===== src/rtl/div_seq_pkg.sv =====
// div_seq_pkg: shared state encoding and default sizing for the P2 non-restoring divider.
package div_seq_pkg;
    typedef enum logic [2:0] {IDLE, LOAD, STEP, WAIT, FIX, DONE} state_e;
    localparam int DEF_WIDTH   = 16;
    localparam int DEF_TIMEOUT = 4;
endpackage


===== src/rtl/div_seq_timer.sv =====
// div_seq_timer: counts WAIT cycles and flags expiry on the last allowed cycle.
module div_seq_timer
    import div_seq_pkg::*;
#(
    parameter int TIMEOUT = DEF_TIMEOUT
) (
    input  logic clk,
    input  logic rst,
    input  logic clr_i,
    input  logic en_i,
    output logic expire_o
);
    localparam int TW = TIMEOUT > 1 ? $clog2(TIMEOUT) : 1;
    logic [TW-1:0] cnt_q;
    always_ff @(posedge clk or negedge rst) begin
        if (!rst) cnt_q <= '0;
        else if (clr_i) cnt_q <= '0;
        else if (en_i) cnt_q <= cnt_q + TW'(1);
    end
    assign expire_o = en_i && cnt_q == TW'(TIMEOUT - 1);
endmodule


===== src/rtl/div_seq_ctrl.sv =====
// div_seq_ctrl: Moore sequencer driving load, per-iteration step enables and the
// optional remainder restore of the non-restoring divider.
module div_seq_ctrl
    import div_seq_pkg::*;
#(
    parameter int WIDTH   = DEF_WIDTH,
    parameter int CNT_W   = $clog2(WIDTH + 1),
    parameter int TIMEOUT = DEF_TIMEOUT
) (
    input  logic             clk,
    input  logic             rst,
    input  logic             start,
    input  logic             abort,
    input  logic             rem_neg,
    input  logic             step_flag,
    output logic             load,
    output logic             step_en,
    output logic             sub_op,
    output logic             fix_en,
    output logic [CNT_W-1:0] iter,
    output logic             busy,
    output logic             done,
    output logic             err
);
    state_e state_q;
    logic [CNT_W-1:0] iter_q, iter_d;
    logic sub_op_q, err_q, expire, last;
    // flag has priority over expiry, so a flag on the final allowed cycle is accepted
    div_seq_timer #(.TIMEOUT(TIMEOUT)) u_timer (
        .clk     (clk),
        .rst     (rst),
        .clr_i   (state_q != WAIT || step_flag),
        .en_i    (state_q == WAIT),
        .expire_o(expire)
    );
    assign iter_d = iter_q == CNT_W'(WIDTH) ? iter_q : iter_q + CNT_W'(1);
    assign last   = iter_q == CNT_W'(WIDTH - 1);
    always_ff @(posedge clk or negedge rst) begin
        if (!rst) begin
            state_q  <= IDLE;
            iter_q   <= '0;
            sub_op_q <= 1'b0;
            err_q    <= 1'b0;
        end else if (abort && state_q != IDLE) begin
            state_q <= IDLE;
        end else begin
            case (state_q)
                IDLE: if (start) state_q <= LOAD;
                LOAD: begin
                    state_q  <= STEP;
                    iter_q   <= '0;
                    sub_op_q <= 1'b1;
                    err_q    <= 1'b0;
                end
                STEP: state_q <= WAIT;
                WAIT: begin
                    if (step_flag) begin
                        iter_q   <= iter_d;
                        sub_op_q <= ~rem_neg;
                        state_q  <= last ? (rem_neg ? FIX : DONE) : STEP;
                    end else if (expire) begin
                        err_q   <= 1'b1;
                        state_q <= DONE;
                    end
                end
                FIX:     state_q <= DONE;
                DONE:    state_q <= IDLE;
                default: state_q <= IDLE;
            endcase
        end
    end
    assign load    = state_q == LOAD;
    assign step_en = state_q == STEP;
    assign fix_en  = state_q == FIX;
    assign done    = state_q == DONE;
    assign busy    = state_q != IDLE;
    assign iter    = iter_q;
    assign sub_op  = sub_op_q;
    assign err     = err_q;
endmodule


===== config.mk =====
export PLATFORM = sky130hd
export DESIGN_NAME = div_seq_ctrl
export DESIGN_NICKNAME = d
export VERILOG_FILES = /design/src/rtl/div_seq_pkg.sv /design/src/rtl/div_seq_timer.sv /design/src/rtl/div_seq_ctrl.sv
export SDC_FILE = /design/constraint.sdc
export NUM_CORES = 1
export LEC_CHECK = 0
export CORE_MARGIN = 2
export CORE_UTILIZATION = 45
export CTS_CLUSTER_SIZE = 10
export DETAILED_ROUTE_END_ITERATION = 10
export PLACE_DENSITY_LB_ADDON = 0.3
export SETUP_SLACK_MARGIN = 0.15
export SLEW_MARGIN = 20
export SYNTH_ARGS = -nofsm -noshare
export SYNTH_HDL_FRONTEND = slang
export SYNTH_HIERARCHICAL = 1
export SYNTH_SLANG_ARGS = --single-unit

===== constraint.sdc =====
create_clock -name clk -period 1.9 [get_ports clk]
set_input_delay 0.19 -clock clk [delete_from_list [all_inputs] [get_ports clk]]
set_output_delay 0.19 -clock clk [all_outputs]
set_load 0.03 [all_outputs]

### Yosys cells after proc, flatten, opt, wreduce, memory -nomap -nowiden

Cells that the tools add are included.

| word-level totals | value |
|---|---|
| bits in registers | 12 |
| input bits | 6 |
| output and inout port bits | 12 |
| logic and storage cells | 52 |

| cells by class | value |
|---|---|
| add/subtract/negate cells | 2 |
| eq/ne operators | 15 |
| mux-type cells | 17 |
| bitwise gates (word level) | 2 |
| reduce and logical (&&, ||, !) cells | 11 |

Operator list:

| operator | number |
|---|---|
| 3-bit two-way mux | 5 |
| 3-bit one-hot mux with 5 select lines | 1 |
| 5-bit two-way mux | 2 |
| 5-bit one-hot mux with 2 select lines | 1 |
| 2-bit != test (second input constant) | 4 |
| 4-bit AND reduction | 2 |
| 3-bit by 2-bit equality test with 1-bit output (second input constant) | 2 |
| 3-bit equality test (second input constant) | 2 |
| 5-bit by 1-bit adder with 5-bit output (second input constant) | 1 |
| 5-bit by 4-bit equality test with 1-bit output (second input constant) | 1 |
| 5-bit equality test (second input constant) | 1 |
| 1-bit two-way mux | 4 |
| 2-bit two-way mux | 2 |
| 4-bit != test (second input constant) | 1 |
| 1-bit one-hot mux with 2 select lines | 2 |
| 2-bit nonzero test | 2 |
| 3-bit by 1-bit equality test with 1-bit output (second input constant) | 1 |
| 3-bit logical NOT | 1 |
| 3-bit by 2-bit != test with 1-bit output (second input constant) | 1 |
| 3-bit != test (second input constant) | 1 |
| 3-bit AND reduction | 1 |
| 3-bit nonzero test | 1 |
| 2-bit by 1-bit adder with 2-bit output (second input constant) | 1 |
| 2-bit equality test (second input constant) | 1 |
| 4 further kinds | 6 |

### Logic depth before layout (Yosys ltp)

| depth | value |
|---|---|
| depth in word-level cells | 6 |
| gate-level depth with buffers | 8 |
| gate-level depth less buffers | 7 |

### Hierarchy

Netlist, hierarchy kept.

Modules (own cells, without submodules):

| module | instances | cells each | area an instance (um^2) | seq. area each (um^2) |
|---|---|---|---|---|
| div_seq_ctrl | 1 | 73 | 671.9 | 250.2 |
| div_seq_timer | 1 | 8 | 96.3 | 50.0 |

### Worst setup path before layout

Ideal clock, no wire load.

| timing path | value |
|---|---|
| path kind | reg-to-reg |
| start | register state_q[2] |
| end | register iter_q[0], in the netlist iter[0] |
| setup time | 0.125 ns |
| data arrival time | 1.549 ns |
| data required time | 1.775 ns |
| path slack | 0.225 ns |
| cell stages (with the launch flop) | 7 |
| path buffers | 2 |
| clock period less this slack | 1.675 ns |
| path through | dfrtp_1 > buf_6 > or3b_1 > buf_6 > a21oi_4 > and2_4 > mux2_4 |

| on the way | value |
|---|---|
| cells in the longest elaborated chain, start to end | 4 |
| elaborated cells between the ends (all ways) | 10 |
| those cells by class | 4 x eq/ne; 1 x mux; 1 x bitwise; 4 x reduce/logical |

RTL lines:

| element | RTL line | RTL |
|---|---|---|
| from (decl) | div_seq_ctrl.sv:25 | `state_e state_q;` |
| from (signal assigned) | div_seq_ctrl.sv:60 | `state_q <= last ? (rem_neg ? FIX : DONE) : STEP;` |
| branches (longest 4 deep; another with 4-bit AND reduction) | n/a |  |
| to (signal assigned) | div_seq_ctrl.sv:58 | `iter_q <= iter_d;` |
| to (decl) | div_seq_ctrl.sv:26 | `logic [CNT_W-1:0] iter_q, iter_d;` |

Parallel ways; which one is timed is not known.
A chain may end at the register's enable or synchronous reset.

### Worst setup path in the final report

| timing path | value |
|---|---|
| start | register state_q[2] |
| end | register iter_q[2], in the netlist iter[2] |

The elaborated chain is that of the path after synthesis.

==> flow_results.org <==
** Critical path
- Crit Reg-Reg Startpoint :: state_q[2]
- Data on the critical path is required at its endpoint by 2130 ps.
- Critical Path Start Type :: register
- Kind of end point of the critical path :: register
- Data arrival, critical path :: 1910 ps
- Startpoint-to-endpoint class of the critical path :: register to register
- Largest driver fanout on the critical path :: 10
- Measured in cells, the most critical reg-to-reg path has a length of 4.
- Tracing the worst setup path back leads to its startpoint at state_q[2].

** Synthesis
- Post-synth EDFFs :: 0
- Number of instances in the synthesized netlist :: 81
- Mux cell area share after synthesis :: about 5.2%
- After synthesis, the largest family of logic cells by area is simple AND/OR/NAND/NOR gates.
- In the synthesized netlist the dominant register cell turns out to be sky130_fd_sc_hd__dfrtp_1.
- Synthesized area per cell :: 9.48 um^2
- In this run, synthesis produced a sequential element count of 12.
- Number of distinct library cells after synthesis :: 34
- In this run the cell area of the synthesized design comes to 768 um^2.
- Warnings, synthesis :: 6
- Summing the areas of all fa, ha and maj instances in the mapped netlist gives around 6.5% of the synthesized area.
- Of the total synthesized cell area, the portion taken by XOR and XNOR cells is 1.14%.
- For this run, asynchronously set or reset flops after synthesis account for 100%.
- The synthesized netlist devotes 15.5% of its cell area to compound gates.
- Simple-gate area share of the yosys netlist :: 24.8%
- Sequential fraction of the synthesis area :: between 30% and 40%
- Counting every net in the synthesized netlist gives 91.

** Clock tree
- TritonCTS Sinks :: 12
- Cell at the root of the clock tree :: sky130_fd_sc_hd__clkbuf_4
- TritonCTS built the clock tree.
- Worst skew pair latency :: 280 ps
- Number of buffers on the longest clock path :: 2
- In this run, CTS created clock tree buffers numbering 3.
- In this run the number of H-tree levels came out at 1.
- Clock-pin slew was measured on the worst setup and hold paths at 80 ps.
- After clock tree synthesis, the flow added hold-fix buffers numbering 0.

** STA
- Setup slack after layout :: 219 ps
- Final hold violations :: 0
- On the final layout, the worst clock skew is 7.13 ps.
- Headroom to the max-slew limit came out at a little over three fifths.
- The routed design could run at a clock period as short as between 1500 and 2000 ps.
- F_max :: 595 MHz
- For the final routed database, the setup TNS stands at 0 ps.
- At the pin with the least slew margin, the transition time is about 560 ps.
- RSZ-0062 raised after global routing :: no
- Final clock period utilization by the worst path :: 88.5%
- The max-slew violation count came to 0.
- Setup violations remaining at the end of the flow were counted as 0.

** Die
- Horizontal die dimension :: between 40 and 50 um
- Pin placement for this block handled 18 I/O pins.
- In this run the standard cell core region covers ~1600 um^2.
- Overall die area :: just over 2000 um^2
- The die is roughly 45 um tall.
- Initial core utilization :: a little under 50%
- Standard-cell rows :: 14

** Detailed routing
- Final WL :: 1670 um
- Using the TritonRoute via totals, the vias-per-cell ratio works out to 5.50.
- Via count of the routed design :: 660
- In the final routed layout, each cell accounts on average for 13.9 um.
- After detailed routing, the number of remaining DRC violations is 0.
- In this run, the number of DRC markers left after iteration 0 of detailed routing was 9.
- The first detailed-routing pass took 4 iterations.
- The count of nets left with antenna violations once routing finished came out at 0.

** Global routing
- The number of global-route vias before repair was 642.
- The first global-routing pass estimated about 2800 um of wire.
- The number of antenna violations at the first check in global routing is 0.
- Entering global routing, the biggest net connects 13 pins.
- GRT overflow :: 0
- Global-route usage over all layers :: 19.6%

** Job
- The tool flagged a number of max-cap violations equal to 0.

** Power and ir drop
- Tot Pwr :: 996 uW
- Peak supply drop :: around 0.65 mV
- Power density relative to cell area :: 998 nW/um^2
- Static power due to leakage :: approximately 0.00047 uW

** Min path
- Type of the tightest min-delay check :: input port to async pin

** Final layout
- In the final layout, the share of cells above drive strength 1 is roughly 24%.
- From synthesis to final layout, the design area changed by 30.0%.
- Cell area after layout :: 998 um^2
- The number of antenna diodes in the final layout is 0.
- Number of fill cells :: 131
- At the end of the flow, the number of nets in the layout was 115.

** Outcome
- The run finished with clean final reports.

** Placement
- Half-perimeter wire length after detailed placement :: 1260 um
- Routability-driven placement finished with a final weighted congestion of 0.748.
- Post-placement setup slack :: 138 ps
- The count of buffers added on input and output ports is 17.
- Once placement finished, the instance area stood at 962 um^2.
## metrics by stage
stage / hold WS, ps / util, % / instances
5_1_grt: 327 / 64.0 / 120
3_5_place_dp: 481 / 61.7 / 115
6_report: 262 / 64.0 / 120
4_1_cts: 280 / 63.6 / 119
2_1_floorplan: -106 / - / 81
3_3_place_gp: 475 / 61.7 / 115
## metal layers
metal	vias up	wire length (um)	track usage, %
met5	-	0	0
met2	10	816	29.7
met1	314	761	25.4
met3	4	54	4.00
li1	332	-	-
met4	0	38	11.8
## path summary, 6_finish.rpt
path                       slack (ps)         end
min reg2reg                       490         err
max in group asynchronous        1230  state_q[0]
max reg2reg                       220     iter[2]
min                               260     iter[1]
max                               220     iter[2]
min in group clk                  490         err
## cells in the final DEF (no fill, tap or decap), types with 3 or more instances in the layout
cell type / synthesis / final
sky130_fd_sc_hd__a21oi_1: 6 / 6
sky130_fd_sc_hd__buf_4: 1 / 6
sky130_fd_sc_hd__clkbuf_4: 0 / 3
sky130_fd_sc_hd__clkdlybuf4s50_1: 0 / 12
sky130_fd_sc_hd__dfrtp_1: 12 / 10
sky130_fd_sc_hd__dlygate4sd2_1: 0 / 4
sky130_fd_sc_hd__ha_1: 4 / 4
sky130_fd_sc_hd__inv_1: 7 / 6
sky130_fd_sc_hd__nand2_1: 7 / 7
sky130_fd_sc_hd__nand2b_1: 3 / 3
sky130_fd_sc_hd__nor2_1: 8 / 8
## Yosys cell counts (2+ instances only)
master,n,area [um^2]
sky130_fd_sc_hd__nand2_1,7,26.3
sky130_fd_sc_hd__dfrtp_1,12,300
sky130_fd_sc_hd__nand4_1,2,12.5
sky130_fd_sc_hd__and3_1,2,12.5
sky130_fd_sc_hd__inv_1,7,26.3
sky130_fd_sc_hd__o22ai_1,2,12.5
sky130_fd_sc_hd__a21oi_1,6,30.0
sky130_fd_sc_hd__nor3b_1,2,15.0
sky130_fd_sc_hd__ha_1,4,50.1
sky130_fd_sc_hd__nor2_1,8,30.0
sky130_fd_sc_hd__mux2_4,2,30.0
sky130_fd_sc_hd__nor3_1,2,10.0
sky130_fd_sc_hd__nand2b_1,3,18.8
sky130_fd_sc_hd__buf_6,2,22.5
## state kept, by name (all words and copies together) (netlist names)
signal         flops
err                1
iter               5
state_q            3
sub_op             1
u_timer/cnt_q      2
## area by class of cell
cell class,count,area (um^2),area share (%)
Sequential cell,12,303,30.3
Timing Repair Buffer,23,205,20.6
Tap cell,16,20.0,2.01
Clock buffer,4,36.3,3.63
Multi-Input combinational cell,58,408,40.9
Inverter,7,26.3,2.63
## worst max-delay path, cell delays in order, from the launching register on
cell	delay [ps]
sky130_fd_sc_hd__dfrtp_2	480
sky130_fd_sc_hd__or3b_1	460
sky130_fd_sc_hd__buf_4	190
sky130_fd_sc_hd__nor4b_1	310
sky130_fd_sc_hd__a221o_2	190
## power by group
group | leakage (uW) | switching (uW) | internal, uW | total (uW)
Combinational | 0.000296 | 239 | 193 | 432
Clock | 0.0000210 | 92.7 | 117 | 209
Sequential | 0.000157 | 58.9 | 296 | 355
Total | 0.000474 | 390 | 606 | 996
## timing repair
item | in CTS | in global routing
buffers inserted | 0 | 1
setup endpoints to repair | 5 | 4
resized for setup | 5 | 5
## cell families after synthesis
logic type      count (synthesis)
simple gates                   34
xor+xnor                        1
fa+ha+maj                       4
buf+inv                        11
compound gates                 16
mux                             3
flops                          12
Note: power is estimated with default switching activity, not from simulation.
